===== config.mk =====
export PLATFORM = sky130hd
export DESIGN_NAME = program_loader
export DESIGN_NICKNAME = d
export VERILOG_FILES = /design/src/rtl/program_loader.sv
export SDC_FILE = /design/constraint.sdc
export NUM_CORES = 1
export LEC_CHECK = 0
export CAP_MARGIN = 20
export CORE_UTILIZATION = 38
export CTS_BUF_LIST = sky130_fd_sc_hd__clkbuf_8
export DETAILED_ROUTE_END_ITERATION = 7
export PLACE_DENSITY_LB_ADDON = 0.05
export REMOVE_ABC_BUFFERS = 1
export SLEW_MARGIN = 30
export SYNTH_ARGS = -nofsm -noshare
export SYNTH_HDL_FRONTEND = slang
export SYNTH_SLANG_ARGS = --single-unit

===== constraint.sdc =====
create_clock -name clock -period 2.98 [get_ports clock]
set_clock_uncertainty 0.2 [all_clocks]
set_input_delay 0.298 -clock clock [delete_from_list [all_inputs] [get_ports clock]]
set_output_delay 0.298 -clock clock [all_outputs]
set_load 0.03 [all_outputs]

===== src/rtl/program_loader.sv =====
// ============================================================================
// Module      : program_loader
// Description : Boot-time loader for instruction memory. It receives a byte
//               stream, packs it big-endian into 32-bit words and writes them
//               to program memory starting at BASE_ADDR. It then checks a
//               trailing XOR checksum and reports done or error.
//
//               Stream : LEN[31:0] | WORD_0 .. WORD_N-1 | CSUM[31:0]
//                        every field is sent MSB byte first
//
// Ports       : clock        - system clock, rising edge
//               reset        - asynchronous, active-low reset
//               start        - pulse that begins a load (ignored while busy)
//               in_data      - incoming byte
//               in_valid     - in_data is valid this cycle
//               in_ready     - loader accepts a byte this cycle
//               mem_we       - one-cycle memory write strobe
//               mem_addr     - word write address
//               mem_data     - instruction word to write
//               busy         - load in progress
//               done         - sticky: load finished with a good checksum
//               error        - sticky: bad length or bad checksum
//               words_loaded - words written in the current/last load
// Revision    : 1.0 - initial release
// ============================================================================
`timescale 1ns/1ps
`default_nettype none

module program_loader #(
  parameter int unsigned           ADDR_WIDTH = 26,
  parameter logic [ADDR_WIDTH-1:0] BASE_ADDR  = '0,
  parameter int unsigned           MAX_WORDS  = 1024
) (
  input  logic                  clock,
  input  logic                  reset,
  input  logic                  start,
  input  logic [7:0]            in_data,
  input  logic                  in_valid,
  output logic                  in_ready,
  output logic                  mem_we,
  output logic [ADDR_WIDTH-1:0] mem_addr,
  output logic [31:0]           mem_data,
  output logic                  busy,
  output logic                  done,
  output logic                  error,
  output logic [ADDR_WIDTH-1:0] words_loaded
);

  localparam logic [1:0] c_st_idle = 2'd0;
  localparam logic [1:0] c_st_len  = 2'd1;
  localparam logic [1:0] c_st_data = 2'd2;
  localparam logic [1:0] c_st_sum  = 2'd3;

  logic [1:0]            state_q,        state_d;
  logic [1:0]            byte_cnt_q,     byte_cnt_d;
  logic [23:0]           shift_q,        shift_d;
  logic [31:0]           words_left_q,   words_left_d;
  logic [31:0]           checksum_q,     checksum_d;
  logic [ADDR_WIDTH-1:0] words_loaded_q, words_loaded_d;
  logic                  mem_we_q,       mem_we_d;
  logic [ADDR_WIDTH-1:0] mem_addr_q,     mem_addr_d;
  logic [31:0]           mem_data_q,     mem_data_d;
  logic                  done_q,         done_d;
  logic                  error_q,        error_d;

  logic                  w_xfer;
  logic                  w_last_byte;
  logic [31:0]           w_word;

  // Only three bytes are kept. The fourth byte is taken straight from in_data,
  // so the completed field is ready in the same cycle as its last transfer.
  assign w_xfer      = in_valid & in_ready;
  assign w_last_byte = w_xfer & (byte_cnt_q == 2'd3);
  assign w_word      = {shift_q, in_data};

  // --------------------------------------------------------------------------
  // State register
  // --------------------------------------------------------------------------
  always_ff @(posedge clock or negedge reset) begin
    if (!reset) begin
      state_q <= c_st_idle;
    end else begin
      state_q <= state_d;
    end
  end

  // --------------------------------------------------------------------------
  // Next-state logic
  // --------------------------------------------------------------------------
  always_comb begin
    state_d = state_q;
    case (state_q)
      c_st_idle: begin
        if (start) begin
          state_d = c_st_len;
        end
      end
      c_st_len: begin
        if (w_last_byte) begin
          if (w_word == 32'd0) begin
            state_d = c_st_sum;
          end else if (w_word > MAX_WORDS) begin
            state_d = c_st_idle;
          end else begin
            state_d = c_st_data;
          end
        end
      end
      c_st_data: begin
        if (w_last_byte && (words_left_q == 32'd1)) begin
          state_d = c_st_sum;
        end
      end
      c_st_sum: begin
        if (w_last_byte) begin
          state_d = c_st_idle;
        end
      end
      default: state_d = c_st_idle;
    endcase
  end

  // --------------------------------------------------------------------------
  // FSM outputs
  // --------------------------------------------------------------------------
  always_comb begin
    in_ready = 1'b0;
    busy     = 1'b0;
    if (state_q != c_st_idle) begin
      in_ready = 1'b1;
      busy     = 1'b1;
    end
  end

  // --------------------------------------------------------------------------
  // Datapath next-value logic
  // --------------------------------------------------------------------------
  always_comb begin
    byte_cnt_d     = byte_cnt_q;
    shift_d        = shift_q;
    words_left_d   = words_left_q;
    checksum_d     = checksum_q;
    words_loaded_d = words_loaded_q;
    mem_we_d       = 1'b0;
    mem_addr_d     = mem_addr_q;
    mem_data_d     = mem_data_q;
    done_d         = done_q;
    error_d        = error_q;

    if ((state_q == c_st_idle) && start) begin
      done_d         = 1'b0;
      error_d        = 1'b0;
      words_loaded_d = '0;
      checksum_d     = '0;
      byte_cnt_d     = 2'd0;
    end

    // Every field is exactly four bytes long, so a free-running 2-bit
    // counter marks field boundaries in all receiving states.
    if (w_xfer) begin
      byte_cnt_d = byte_cnt_q + 2'd1;
      shift_d    = {shift_q[15:0], in_data};
    end

    if (w_last_byte) begin
      case (state_q)
        c_st_len: begin
          words_left_d = w_word;
          if (w_word > MAX_WORDS) begin
            error_d = 1'b1;
          end
        end
        c_st_data: begin
          mem_we_d       = 1'b1;
          mem_addr_d     = BASE_ADDR + words_loaded_q;
          mem_data_d     = w_word;
          words_loaded_d = words_loaded_q + ADDR_WIDTH'(1);
          checksum_d     = checksum_q ^ w_word;
          words_left_d   = words_left_q - 32'd1;
        end
        c_st_sum: begin
          if (w_word == checksum_q) begin
            done_d = 1'b1;
          end else begin
            error_d = 1'b1;
          end
        end
        default: ;
      endcase
    end
  end

  // --------------------------------------------------------------------------
  // Datapath registers
  // --------------------------------------------------------------------------
  always_ff @(posedge clock or negedge reset) begin
    if (!reset) begin
      byte_cnt_q     <= 2'd0;
      shift_q        <= '0;
      words_left_q   <= '0;
      checksum_q     <= '0;
      words_loaded_q <= '0;
      mem_we_q       <= 1'b0;
      mem_addr_q     <= '0;
      mem_data_q     <= '0;
      done_q         <= 1'b0;
      error_q        <= 1'b0;
    end else begin
      byte_cnt_q     <= byte_cnt_d;
      shift_q        <= shift_d;
      words_left_q   <= words_left_d;
      checksum_q     <= checksum_d;
      words_loaded_q <= words_loaded_d;
      mem_we_q       <= mem_we_d;
      mem_addr_q     <= mem_addr_d;
      mem_data_q     <= mem_data_d;
      done_q         <= done_d;
      error_q        <= error_d;
    end
  end

  assign mem_we       = mem_we_q;
  assign mem_addr     = mem_addr_q;
  assign mem_data     = mem_data_q;
  assign done         = done_q;
  assign error        = error_q;
  assign words_loaded = words_loaded_q;

endmodule

`default_nettype wire


**Yosys cells after proc, flatten, opt, wreduce, memory -nomap -nowiden**

Cells that the tools add are included.

- Mux-type cells: 28
- Eq/ne operators: 10
- Add/sub/neg operators: 3
- Order comparisons: 1
- Bitwise gates (word level): 3
- Reductions and logical operators: 10

Operators with widths:

| operator | count |
|---|---|
| 2-to-1 mux 32 bit | 3 |
| 2-to-1 mux 26 bit | 3 |
| case mux 32 bit (2 select lines) | 1 |
| equality test 32 x 1 -> 1 bit, second input constant | 1 |
| equality test 32 bit | 1 |
| > comparator 32 x 11 -> 1 bit, second input constant | 1 |
| zero test 32 bit | 1 |
| subtractor 32 x 1 -> 32 bit, second input constant | 1 |
| XOR 32 bit | 1 |
| adder 26 x 1 -> 26 bit, second input constant | 1 |
| 2-to-1 mux 2 bit | 8 |
| 2-to-1 mux 1 bit | 11 |
| != test 2 bit, second input constant | 4 |
| case mux 2 bit (4 select lines) | 1 |
| equality test 2 bit, second input constant | 3 |
| nonzero test 2 bit | 3 |
| AND reduction 2 bit | 2 |
| AND reduction 4 bit | 1 |
| adder 2 x 1 -> 2 bit, second input constant | 1 |
| bitwise AND 1 bit | 2 |
| equality test 2 x 1 -> 1 bit, second input constant | 1 |
| logical AND 1 bit | 2 |
| zero test 2 bit | 1 |
| case mux 1 bit (2 select lines) | 1 |

- Bits in registers: 179
- Output and inout bits: 89

**Longest topological paths before layout**

Gate-level depths: netlist of run 1.

- Depth in word-level cells: 7
- Depth in mapped cells: 10
- Depth with buffers taken out: 7

**Least setup slack after synthesis of run 1**

OpenSTA, ideal clock, no wires.

- Kind: register -> register
- Start: reg state_q[0]
- End: reg words_left_q[11]
- Required time: 2.643 ns
- Clock period less this slack: 2.289 ns
- Library setup time: 0.137 ns
- Data arrival time: 1.952 ns
- Cell stages (with the launch flop): 11
- Slack: 0.691 ns
- Cells stage by stage: dfrtp_1 > inv_1 > ha_1 > and3b_1 > buf_2 > and2_1 > buf_6 > clkbuf_1 > nand2_1 > mux2i_1 > a21oi_1

- Word-level cells in the longest chain between the ends: 5
- Elaborated cells on any way between the ends: 9

Ends and longest elaborated chain:

| what | RTL line | source |
|---|---|---|
| start: declaration | 54 | `logic [1:0] state_q, state_d;` |
| start signal: assignment | 81 | `state_q <= c_st_idle;` |
| start signal: assignment | 83 | `state_q <= state_d;` |
| nonzero test 2 bit | 129 | `if (state_q != c_st_idle) begin` |
| 2-to-1 mux 1 bit | 129 |  |
| bitwise AND 1 bit | 72 | `assign w_xfer = in_valid & in_ready;` |
| bitwise AND 1 bit | 73 | `assign w_last_byte = w_xfer & (byte_cnt_q == 2'd3);` |
| AND reduction 2 bit (no line) | -- |  |
| end signal: assignment | 211 | `words_left_q <= words_left_d;` |
| end: declaration | 57 | `logic [31:0] words_left_q, words_left_d;` |

Parallel ways exist; a longest one is shown, timed or not.
A chain may end at the register's enable or synchronous reset.

**Worst setup path after layout of run 1**

- Start: reg state_q[0]
- End: out in_ready

- Word-level cells in the longest chain between the ends: 2

Ends and longest elaborated chain:

| what | RTL line | source |
|---|---|---|
| nonzero test 2 bit | 129 |  |
| 2-to-1 mux 1 bit | 129 |  |
| end: declaration | 39 | `output logic in_ready,` |

Every way passes these cells.

==> results of run 1 <==
-- sequential cells by signal, summed over array words and instances, names as in the netlist, named ones only --
name / cells
shift_q: 24
state_q: 1
words_left_q: 32
error: 1
done: 1
mem_data: 32
checksum_q: 32
mem_addr: 26
words_loaded: 26
mem_we: 1
byte_cnt_q: 2
-- final cells by class --
| cell class | count | area, um2 |
|---|---|---|
| multi-input cells | 678 | 3850 |
| repair buffers | 132 | 1270 |
| well taps | 280 | 350 |
| clock buffers | 18 | 248 |
| flip-flops and latches | 179 | 4480 |
| clock inverters | 14 | 159 |
| inverters | 12 | 45.0 |
| fillers | 2153 | 11600 |
-- per-layer routing --
| metal | track usage | part of all wire | up-vias |
|---|---|---|---|
| met5 | 0 | 0 | - |
| met4 | 0.0525 | 0.012 | 0 |
| met3 | 0.0387 | 0.037 | 20 |
| met2 | 0.337 | 0.48 | 116 |
| met1 | 0.282 | 0.48 | 3372 |
| li1 | - | - | 3395 |
-- cells by family after synthesis --
| kind of cell | Yosys count | synth area share |
|---|---|---|
| adders and majority gates | 9 | 0.0131 |
| muxes | 49 | 0.0607 |
| AOI/OAI and AO/OA | 165 | 0.106 |
| buffers and inverters | 57 | 0.0307 |
| and+or+nand+nor | 417 | 0.229 |
| DFF | 179 | 0.521 |
| xor gates and xnor gates | 38 | 0.0387 |
-- power by group --
group	switching (W)	total [W]	internal [W]
Sequential	0.000616	0.00340	0.00278
Combinational	0.00103	0.00190	0.000866
Clock	0.00103	0.00176	0.000726
-- stage by stage --
stage / total power, W / hold slack (ps) / instances / util
floorplan: 0.00454 / -198 / 869 / -
global placement: 0.00535 / 120 / 1280 / 0.454
detailed placement: 0.00536 / 118 / 1280 / 0.454
CTS: 0.00713 / 154 / 1313 / 0.472
global route: 0.00749 / 172 / 1313 / 0.472
finish: 0.00705 / 153 / 1313 / 0.472
-- repair_timing --
action | in CTS | in global routing
hold buffers | 1 | 0
setup buffers | 0 | 0
hold endpoints to repair | 54 | 0
-- synthesized netlist by cell type, types with 9 or more instances --
library cell and count:
inv_1 12, nor3_1 11, mux2i_1 24, nor4_1 25
nand2_1 217, nor2_1 61, clkbuf_1 28, o21ai_0 92
nand3_1 37, dfrtp_1 179, mux2_2 25, xor2_1 37
nand4_1 16, ha_1 9, a21oi_1 29, o22ai_1 27
-- how the worst max path moves through the flow --
stage                             endpoint  depth (start not counted)  slack, ps        from
after global routing                  busy                          4        160  state_q[0]
after floorplan              checksum_q[0]                          7      -3910  state_q[0]
after CTS                         in_ready                          4        300  state_q[0]
final                             in_ready                          4        330  state_q[0]
after global placement    words_left_q[27]                          8        470  state_q[0]
after detailed placement  words_left_q[27]                          8        400  state_q[0]
==> qor.yml, run 1 <==
status:
  status: "finished, violations left"
  failed_checks: "DRC"
timing:
  hold_viol: 0
  tns_ps: 0
  worst_pin_slew_ps: 576
  max_clock_freq_mhz: 377
  slew_violations: 0
  rsz0062_at_grt: "no"
  period_needed_ps: 2650
  min_period_over_period: 0.891
  relSlewSlack: 0.612
  finalSetupViolations: 0
  layout_setup_ws_ps: 326
drt:
  vias: 6903
  drt_iter0_drc: 399
  final_antenna_net_count: 0
  wl_um: 22600
  wire_per_inst_um: 17.2
  dr.pass1.iters: 7
  vias_per_cell: 5.26
  drc: 3
power:
  ir_drop_uv: 347
  p_leak_nw: 4.76
  powerDensity_nw_per_um2: 678
cts:
  path_clk_slew_ps: 110
  cts_made_buffers: 17
  clock_latency_ps: 480
  cts.path.max_buffers: 2
  root_buffer: "clkbuf_8"
  cts.sinks: 179
  cts_tree: "yes"
  htree_num_levels: 4
  cts_resized: 0
global_route:
  antenna_found_initial: 0
  grt_pass1_vias: 6878
  grt_start_max_net_pins: 58
  grt_overflow: 0
  track_usage: 0.206
  grt_pass1_wl_um: 38100
synth:
  synthArstFlopShare: 1.00
  synth_cell_types: 54
  synth-warning-count: 0
  ys_seq_elements: 179
  synth.top_cell.area_share: 0.521
  ys_seq_area_frac: 0.521
  synth_top_area_cell: "dfrtp_1"
  syn-instance-count: 914
  ys.flop_type: "dfrtp_1"
  yosys-top-cells-area: "dfrtp_1, nand2_1, o21ai_0, xor2_1, mux2_2"
  syn_avg_cell_area_um2: 9.40
  synth-edff-count: 0
  netlist_area_um2: 8590
die:
  row_count: 54
  fp.dieH_um: 152
  dieArea_um2: 23200
  core_region_area_um2: 22000
  die_w_um: 152
  io_pins: 101
  start_util: 0.390
cells_and_area:
  final_common_cell: "nand2_1"
  layout-drive-gt1-share: 0.0978
  final_cell_mix: "nand2_1, dfrtp_1, clkdlybuf4s50_1"
  area_growth_pct: 21.1
  fin_nets: 1041
  n_antenna_cell: 0
  finalInstanceArea_um2: 10400
place:
  gp_congestion: 0.787
  post-place-ws_ps: 400
  portBuffers: 100
  place_area_um2: 9990
  dp_hpwl_um: 15400
setup_path:
  crit_path_start_kind: "flip-flop"
  endpoint_kind: "primary output"
  critPathArrivalTime_ps: 2160
  cp_max_fo: 7
  crit_family: "buffers and inverters"
  timing.rr.end: "words_left_q[27]"
  worst_path_largest_cell_delay_ps: 690
  worstRegToRegCells: 8
  worst-path-buf-inv: 3
  r2r_setup_slack_ps: 410
  critPathKind: "flip-flop to primary output"
  worstPathCellList: "inv_1 -> ha_1 -> inv_1 -> clkdlybuf4s50_1"
  cp.required_ps: 2480
  slowest_stage: "clkdlybuf4s50_1"
  crit_top_cell: "inv_1"
  r2r_start: "state_q[0]"
flow_run:
  cap_violations: 0
min_path:
  hp-class: "input port to asynchronous set/reset pin"
(Power assumes the default switching activity.)
==> inputs of run 2 (changes only) <==
Settings changed: MAX_ROUTING_LAYER from default to met4.
==> run 2 against run 1 <==
Net effect:
- count of clock-buffer cells in the layout unchanged
- sequential power about the same
- the flow still finishes with violations (DRC)
- cell count unchanged
- total power about the same
- critical path type unchanged
==> qor.yml, run 2 (same netlist as run 1, synthesis figures left out) <==
status:
  status: "finished, violations left"
  failed_checks: "DRC"
power:
  seqPwrFrac: 0.481
  p_leak_nw: 4.76
  switching_share: 0.381
  powerDensity_nw_per_um2: 678
  power.share.clock: 0.250
  intPower_w: 0.00437
  ir_drop_uv: 344
  p_comb_frac: 0.269
  p_sw_w: 0.00269
cts:
  root_buffer: "clkbuf_8"
  htree_num_levels: 4
  cts.path.max_buffers: 2
  path_clk_slew_ps: 100
  clock_latency_ps: 490
  cts_made_buffers: 17
  cts_tree: "yes"
  cts.sinks: 179
  cts_resized: 0
min_path:
  hp-class: "input port to asynchronous set/reset pin"
setup_path:
  critPathCapture: "in_ready"
  timing.rr.end: "words_left_q[27]"
  slowest_stage: "clkdlybuf4s50_1"
  cp_max_fo: 7
  cp_num_cells: 4
  endpoint_kind: "primary output"
  crit_family: "buffers and inverters"
  crit_top_cell: "inv_1"
  cp.required_ps: 2480
  crit_start: "state_q[0]"
  r2r_start: "state_q[0]"
  critPathKind: "flip-flop to primary output"
  critPathArrivalTime_ps: 2170
  worstPathCellList: "inv_1 -> ha_1 -> inv_1 -> clkdlybuf4s50_1"
  crit_path_start_kind: "flip-flop"
  worst-path-buf-inv: 3
  worst_path_largest_cell_delay_ps: 690
  worstRegToRegCells: 8
  r2r_setup_slack_ps: 380
die:
  fp.dieH_um: 152
  io_pins: 101
  die_w_um: 152
  dieArea_um2: 23200
  core_region_area_um2: 22000
  start_util: 0.390
  row_count: 54
timing:
  relSlewSlack: 0.608
  max_clock_freq_mhz: 374
  min_period_over_period: 0.897
  period_needed_ps: 2670
  hold_viol: 0
  worst_pin_slew_ps: 582
  finalSetupViolations: 0
  rsz0062_at_grt: "no"
  slew_violations: 0
  tns_ps: 0
cells_and_area:
  final_cell_mix: "nand2_1, dfrtp_1, clkdlybuf4s50_1"
  fin_nets: 1041
  final_common_cell: "nand2_1"
  layout-drive-gt1-share: 0.0978
  instances_no_fill: 1313
  fill_cells: 2153
  finalInstanceArea_um2: 10400
  n_antenna_cell: 0
  area_growth_pct: 21.1
flow_run:
  cap_violations: 0
global_route:
  grt_pass1_wl_um: 38000
  grt_start_max_net_pins: 58
  grt_pass1_vias: 6891
  antenna_found_initial: 0
  grt_overflow: 0
  track_usage: 0.213
drt:
  vias_per_cell: 5.26
  dr.pass1.iters: 7
  vias: 6910
  drt_iter0_drc: 372
  wire_per_inst_um: 17.2
  final_antenna_net_count: 0
  drc: 3
  wl_um: 22600
place:
  portBuffers: 100
  placed_cells: 1280
  place_area_um2: 9990
  dp_hpwl_um: 15400
  gp_congestion: 0.798
run 2: cell counts in the layout (fill, tap and decap cells not counted):
No cell type changed its count.
run 2: worst min-delay path by stage:
stage | slack (ps) | end | cells after the start | from
floorplan | -200 | asynchronous set/reset pin | 0 | reset
global placement | 120 | mem_data[17] | 1 | reset
detailed placement | 120 | mem_data[17] | 1 | reset
CTS | 150 | mem_data[17] | 2 | reset
global route | 180 | checksum_q[8] | 2 | reset
finish | 150 | mem_data[17] | 2 | reset
run 2: layer usage:
metal | wire length [um] | GRT usage | part of all wire | vias to the layer above
li1 | - | - | - | 3396
met1 | 10800 | 0.283 | 0.48 | 3380
met2 | 10800 | 0.337 | 0.48 | 114
met3 | 741 | 0.0350 | 0.033 | 20
met4 | 257 | 0.0554 | 0.011 | 0
met5 | 0 | - | 0 | -
run 2: final cells by class:
| type | instances | area (um2) | share of cell area |
|---|---|---|---|
| flip-flops and latches | 179 | 4480 | 0.430 |
| multi-input cells | 678 | 3850 | 0.370 |
| repair buffers | 132 | 1270 | 0.122 |
| well taps | 280 | 350 | 0.0337 |
| clock buffers | 18 | 248 | 0.0238 |
| clock inverters | 14 | 159 | 0.0153 |
| inverters | 12 | 45.0 | 0.00433 |
run 2: what timing repair did:
| action | CTS | global route |
|---|---|---|
| hold buffers | 1 | 0 |
| endpoints found under the hold margin | 54 | 0 |
| setup buffers | 0 | 0 |
run 2: metrics by stage:
step | setup slack [ps] | hold WS (ps) | util | power (W)
6_report | 308 | 149 | 0.472 | 0.00706
3_3_place_gp | 473 | 120 | 0.454 | 0.00535
5_1_grt | 160 | 182 | 0.472 | 0.00749
2_1_floorplan | -3910 | -198 | - | 0.00454
3_5_place_dp | 400 | 118 | 0.454 | 0.00536
4_1_cts | 296 | 154 | 0.472 | 0.00713
run 2: power groups by stage:
stage | Combinational [W] | Clock, W | Sequential, W
final | 0.00190 | 0.00176 | 0.00340
after global routing | 0.00211 | 0.00191 | 0.00347
after CTS | 0.00192 | 0.00181 | 0.00340
after detailed placement | 0.00191 | 0 | 0.00345
after global placement | 0.00190 | 0 | 0.00344
after floorplan | 0.00126 | 0 | 0.00328
run 2: worst reg2reg max path: stages, from the launching register on:
cell     delay [ps]
dfrtp_1         460
inv_1           110
ha_1            280
and3b_1         410
and2_1          220
buf_4           370
and3_1          210
nand3_1          70
nor3b_1         160
